**src/rtl/frame_cache_pkg.sv**
```systemverilog
// Shared processor constants for the register frame path, plus the
// operation decode used by the frame cache control.
package frame_cache_pkg;

  localparam int REG_W     = 16;
  localparam int NUM_FREGS = 15;
  localparam int FRAME_W   = REG_W * NUM_FREGS;
  localparam int DEPTH_DEF = 8;

  typedef enum logic [2:0] {
    OP_IDLE,
    OP_PUSH,
    OP_POP,
    OP_SWAP,
    OP_BYPASS,
    OP_OVF,
    OP_UNF
  } op_e;

  // A simultaneous push and pop replaces the top frame (or bypasses when empty).
  function automatic op_e decode_op(input logic push, input logic pop,
                                    input logic full, input logic empty);
    if (push && pop) return empty ? OP_BYPASS : OP_SWAP;
    if (push)        return full  ? OP_OVF    : OP_PUSH;
    if (pop)         return empty ? OP_UNF    : OP_POP;
    return OP_IDLE;
  endfunction

endpackage

```
**src/rtl/frame_cache_mem.sv**
```systemverilog
// Frame storage: DEPTH x FRAME_W, one synchronous write port and one
// asynchronous read port. Contents are intentionally not reset.
module frame_mem #(
  parameter int DEPTH   = 8,
  parameter int FRAME_W = 240,
  parameter int AW      = (DEPTH > 1) ? $clog2(DEPTH) : 1
) (
  input  logic               clk,
  input  logic               i_we,
  input  logic [AW-1:0]      i_waddr,
  input  logic [FRAME_W-1:0] i_wdata,
  input  logic [AW-1:0]      i_raddr,
  output logic [FRAME_W-1:0] o_rdata
);

  logic [FRAME_W-1:0] r_mem [DEPTH];

  always_ff @(posedge clk) begin
    if (i_we) r_mem[i_waddr] <= i_wdata;
  end

  // Addresses past DEPTH only occur when the stack is empty and the data is unused.
  assign o_rdata = (32'(i_raddr) < DEPTH) ? r_mem[i_raddr] : '0;

endmodule

```
**src/rtl/frame_cache.sv**
```systemverilog
// LIFO of saved register frames for call/return, with a registered restore
// path, occupancy tracking and sticky overflow/underflow flags.
module frame_cache #(
  parameter int DEPTH   = frame_cache_pkg::DEPTH_DEF,
  parameter int FRAME_W = frame_cache_pkg::FRAME_W
) (
  input  logic                       clk,
  input  logic                       rst_n,
  input  logic [FRAME_W-1:0]         save_frame,
  input  logic                       push,
  input  logic                       pop,
  input  logic                       clr_err,
  output logic [FRAME_W-1:0]         restore_frame,
  output logic                       restore_valid,
  output logic [$clog2(DEPTH+1)-1:0] level,
  output logic                       full,
  output logic                       empty,
  output logic [$clog2(DEPTH+1)-1:0] high_water,
  output logic                       err_ovf,
  output logic                       err_unf
);
  import frame_cache_pkg::*;

  localparam int LW = $clog2(DEPTH + 1);
  localparam int AW = (DEPTH > 1) ? $clog2(DEPTH) : 1;

  logic [LW-1:0]      r_sp, r_hw, w_sp_nxt, w_top;
  logic [FRAME_W-1:0] r_rf, w_rdata;
  logic               r_rv, r_ovf, r_unf;
  logic               w_full, w_empty, w_we;
  logic [AW-1:0]      w_waddr;
  op_e                w_op;

  assign w_full  = (r_sp == LW'(DEPTH));
  assign w_empty = (r_sp == '0);
  assign w_top   = r_sp - LW'(1);
  assign w_op    = decode_op(push, pop, w_full, w_empty);

  always_comb begin
    w_sp_nxt = r_sp;
    w_we     = 1'b0;
    w_waddr  = w_top[AW-1:0];
    case (w_op)
      OP_PUSH: begin
        w_sp_nxt = r_sp + LW'(1);
        w_we     = 1'b1;
        w_waddr  = r_sp[AW-1:0];
      end
      OP_POP:  w_sp_nxt = w_top;
      OP_SWAP: w_we = 1'b1;
      default: ;
    endcase
  end

  // Read of the old top and overwrite of the same slot coexist in a swap cycle.
  frame_mem #(.DEPTH(DEPTH), .FRAME_W(FRAME_W), .AW(AW)) u_mem (
    .clk     (clk),
    .i_we    (w_we & rst_n),
    .i_waddr (w_waddr),
    .i_wdata (save_frame),
    .i_raddr (w_top[AW-1:0]),
    .o_rdata (w_rdata)
  );

  always_ff @(posedge clk) begin
    if (!rst_n) begin
      r_sp  <= '0;
      r_hw  <= '0;
      r_rf  <= '0;
      r_rv  <= 1'b0;
      r_ovf <= 1'b0;
      r_unf <= 1'b0;
    end else begin
      r_sp  <= w_sp_nxt;
      r_rv  <= (w_op == OP_POP) || (w_op == OP_SWAP) || (w_op == OP_BYPASS);
      if ((w_op == OP_POP) || (w_op == OP_SWAP)) r_rf <= w_rdata;
      else if (w_op == OP_BYPASS)                r_rf <= save_frame;
      if (w_sp_nxt > r_hw) r_hw <= w_sp_nxt;
      r_ovf <= (r_ovf & ~clr_err) | (w_op == OP_OVF);
      r_unf <= (r_unf & ~clr_err) | (w_op == OP_UNF);
    end
  end

  assign restore_frame = r_rf;
  assign restore_valid = r_rv;
  assign level         = r_sp;
  assign full          = w_full;
  assign empty         = w_empty;
  assign high_water    = r_hw;
  assign err_ovf       = r_ovf;
  assign err_unf       = r_unf;

endmodule

```
**config.mk**
```make
export PLATFORM = sky130hd
export DESIGN_NAME = frame_cache
export DESIGN_NICKNAME = d
export VERILOG_FILES = /design/src/rtl/frame_cache_pkg.sv /design/src/rtl/frame_cache_mem.sv /design/src/rtl/frame_cache.sv
export SDC_FILE = /design/constraint.sdc
export NUM_CORES = 2
export LEC_CHECK = 0
export ABC_AREA = 1
export CORE_MARGIN = 5
export CORE_UTILIZATION = 50
export DETAILED_ROUTE_END_ITERATION = 7
export PLACE_DENSITY_LB_ADDON = 0.05
export SETUP_SLACK_MARGIN = 0.5
export SYNTH_ARGS = -nofsm -noshare
export SYNTH_HDL_FRONTEND = slang
export SYNTH_SLANG_ARGS = --single-unit
```
**constraint.sdc**
```tcl
create_clock -name clk -period 14.5 [get_ports clk]
set_input_delay 2.175 -clock clk [delete_from_list [all_inputs] [get_ports clk]]
set_output_delay 2.175 -clock clk [all_outputs]
set_load 0.01 [all_outputs]
```
==> flow_metrics.tcl <==
set metrics [dict create \
    status "completed" \
    grt_pass1_vias 62700 \
    grt_use_total_pct 26.3 \
    synth_cells 9308 \
    cts_buffer_depth 3 \
    antenna_left 0 \
    crit_chain "clkdlybuf4s50_1 -> inv_8 -> a21oi_1 -> nand2_1 -> nor2_4 -> buf_4 -> buf_4" \
    nets 9824 \
    startpoint "rst_n" \
    clkSinkCount 2171 \
    p_switching_w 0.00599 \
    drv_cap 0 \
    rsz0062_at_grt "no" \
    wirelength_um 257000 \
    hpwl_um 127000 \
    grt_pass1_wl_um 387000 \
    cp.arrival_ns 6.82 \
    layout-drive-gt1-share_pct 4.17 \
    ff_latch_area_um2 62700 \
    crit_family "buffers and inverters" \
    power_density_nw_per_um2 170 \
    synth_cell_types 21 \
    internal_power_w 0.0120 \
    start_util_pct 50.3 \
    die_area_um2 193000 \
    cp_common_cell "buf_4" \
    cts_setup_buffers 0 \
    worst-path-max-fanout 92 \
    critPathKind "in -> reg" \
    ys_warn_count 0 \
    cellLeakagePower_nw 44.0 \
    worst_ir_drop_vdd_v 0.000203 \
    rrSetupSlack_ns 8.76 \
    vias_per_cell 5.26 \
    via_count 64500 \
    cp_slowest_cell "nor2_4" \
    htree_num_levels 4 \
    die_w_um 439 \
    startpoint_type "primary input" \
    worstReg2RegStart "level[0]" \
    reg2reg_depth 9 \
    drc 0 \
    core_area_um2 183000 \
    path_depth 7 \
    wire_per_inst_um 21.0 \
    area_growth_syn_to_layout_pct 15.3 \
    grt.overflow.total 0 \
    fin_crit_ns 6.36 \
    p_sw_share_pct 33.2 \
    fp-row-count 157 \
    combPwrFrac_pct 27.1 \
    dr.pass1.iters 6 \
    yosysSeqAreaShare_pct 68.1 \
    tightest_slew_ns 1.21 \
    worstReg2RegEnd "u_mem.r_mem[4][222]" \
    slowest_delay_ns 1.01 \
    place_congestion 0.768 \
    holdWs_ns 0.524 \
    cts_made_buffers 222 \
    endpoint "u_mem.r_mem[7][20]" \
    slew_headroom_pct 19.0 \
    setup_viol 0 \
    clock_power_share_pct 30.9 \
    ys_seq_elements 2171 \
    drv_slew 0 \
    syn-num-nets 9560 \
    finalCritPeriodShare_pct 43.8 \
    synthesis.area_um2 92000 \
    grt_max_degree 215 \
    drt_iter0_markers 5439 \
    required_ns 14.97 \
    hold_viol 0 \
    synth_area_per_cell_um2 9.89 \
    clock_latency_ns 0.85 \
    port_buffers 497 \
    finalSetupTns_ns 0 \
    critPathCaptureType "register" \
    grt_antenna_before_repair 31 \
    finalClockSkew_ns 0.0299 \
    fmax_mhz 157 \
    die_h_um 439 \
    cts-hold-fix-buffers 0 \
    cts_tree "built" \
    hp-class "reg -> reg" \
    fillers 15700 \
    multiInputGateArea_um2 21900 \
    crit_buf_inv 4 \
    p_seq_share_pct 42.0 \
    cts_resized 0 \
    path_clk_slew_ns 0.06 \
    ios 498 \
    cts_root_buffer "clkbuf_16" \
]
-- through the flow --
step / power, W / instances / utilization, % / setup WS (ns) / area (µm²)
after floorplan: 0.0106 / 9308 / - / 0.430 / 92000
after global placement: 0.0126 / 11800 / 54.1 / 7.29 / 99000
after detailed placement: 0.0126 / 11800 / 54.1 / 7.18 / 99000
after CTS: 0.0182 / 12200 / 57.9 / 8.13 / 106000
after global routing: 0.0189 / 12200 / 58.0 / 8.05 / 106000
final: 0.0180 / 12200 / 58.0 / 8.14 / 106000
-- cells in the final DEF (no fill, tap or decap), types with 2 or more instances in the layout --
cell and n:
o21ai_0 4, a22oi_1 2, inv_6 2, ha_1 6, buf_8 2, clkinv_2 34
nand3_1 1692, clkinvlp_4 4, diode_2 15, edfxtp_1 1920, clkbuf_8 28, bufinv_16 11
dfxtp_1 250, nand2_4 2, clkbuf_1 78, nand2_1 3159, inv_1 1462, clkdlybuf4s50_1 495
buf_12 17, a21oi_1 243, nor2_1 15, clkinv_8 3, buf_4 59, nor2_4 8
clkinv_1 29, inv_8 4, clkbuf_16 227
-- how the worst min path moves through the flow --
stage / start / slack [ns] / cells after the start / to
floorplan: err_unf / 0.55 / 2 / err_unf
global placement: err_ovf / 0.51 / 2 / err_ovf
detailed placement: err_ovf / 0.51 / 2 / err_ovf
CTS: err_ovf / 0.53 / 2 / err_ovf
global route: restore_frame[239] / 0.58 / 4 / restore_frame[239]
finish: err_ovf / 0.52 / 2 / err_ovf
-- cell usage after synthesis, drive strengths merged --
cell,instances,area [µm²]
edfxtp,1920,57700
xnor2,1,8.76
a31oi,1,6.26
nor2,23,86.3
nand3,1692,8470
and2,1,6.26
buf,81,352
dfxtp,251,5020
nand2,3161,11900
clkinv,1,3.75
a21oi,243,1220
a22oi,2,15.0
inv,1465,5500
ha,7,87.6
nand4,1,6.26
xor2,2,17.5
clkbuf,452,1700
o21ai,4,20.0
-- area by class of cell --
class | count | share of cell area [%]
inverter | 1466 | 5.22
multi-input combinational | 5138 | 20.7
tap | 2464 | 2.91
timing repair buffer | 573 | 5.44
clock buffer | 333 | 5.99
clock inverter | 85 | 0.687
sequential | 2171 | 59.1
antenna | 15 | 0.0354
-- worst reg2reg max path: stages, from the launching register on --
cell,delay (ns)
dfxtp_4,0.76
inv_8,0.44
ha_4,1.05
nand2_1,0.17
o21ai_0,0.18
nand2_1,0.20
nor2_4,0.17
buf_4,0.67
buf_4,0.91
buf_4,0.80
-- flip-flops by register name, summed over array words and instances, names as in the netlist --
name,count
restore_valid,1
err_ovf,1
high_water,4
level,4
err_unf,1
u_mem.r_mem,1920
restore_frame,240
-- cell families (layout without fill, tap and decap cells) --
logic type,after synthesis,after routing,share of synthesized area (%)
AND/OR/NAND/NOR,4878,4878,22.2
flip-flops,2171,2171,68.1
buffers and inverters,1999,2457,8.20
AO/OA/AOI/OAI,250,250,1.37
adder cells (fa/ha/maj),7,7,0.0952
XOR/XNOR,3,3,0.0286
other,0,15,0
-- power groups by stage --
stage | Combinational [W] | Sequential [W] | Clock [W]
2_1_floorplan | 0.00284 | 0.00776 | 0
3_3_place_gp | 0.00488 | 0.00768 | 0
3_5_place_dp | 0.00491 | 0.00768 | 0
4_1_cts | 0.00493 | 0.00756 | 0.00568
5_1_grt | 0.00534 | 0.00758 | 0.00594
6_report | 0.00488 | 0.00755 | 0.00557
-- per-layer routing --
layer  share of wire [%]  wire [µm]  GRT usage [%]  up-vias
met2                  49     126000           44.9     2030
met5               0.050        129              0        -
met4                 3.7       9580           9.85       18
met1                  41     107000           34.2    31300
li1                    -          -              -    30700
met3                 5.9      15200           3.70      450
No activity file was read; power rests on OpenSTA's default activity.
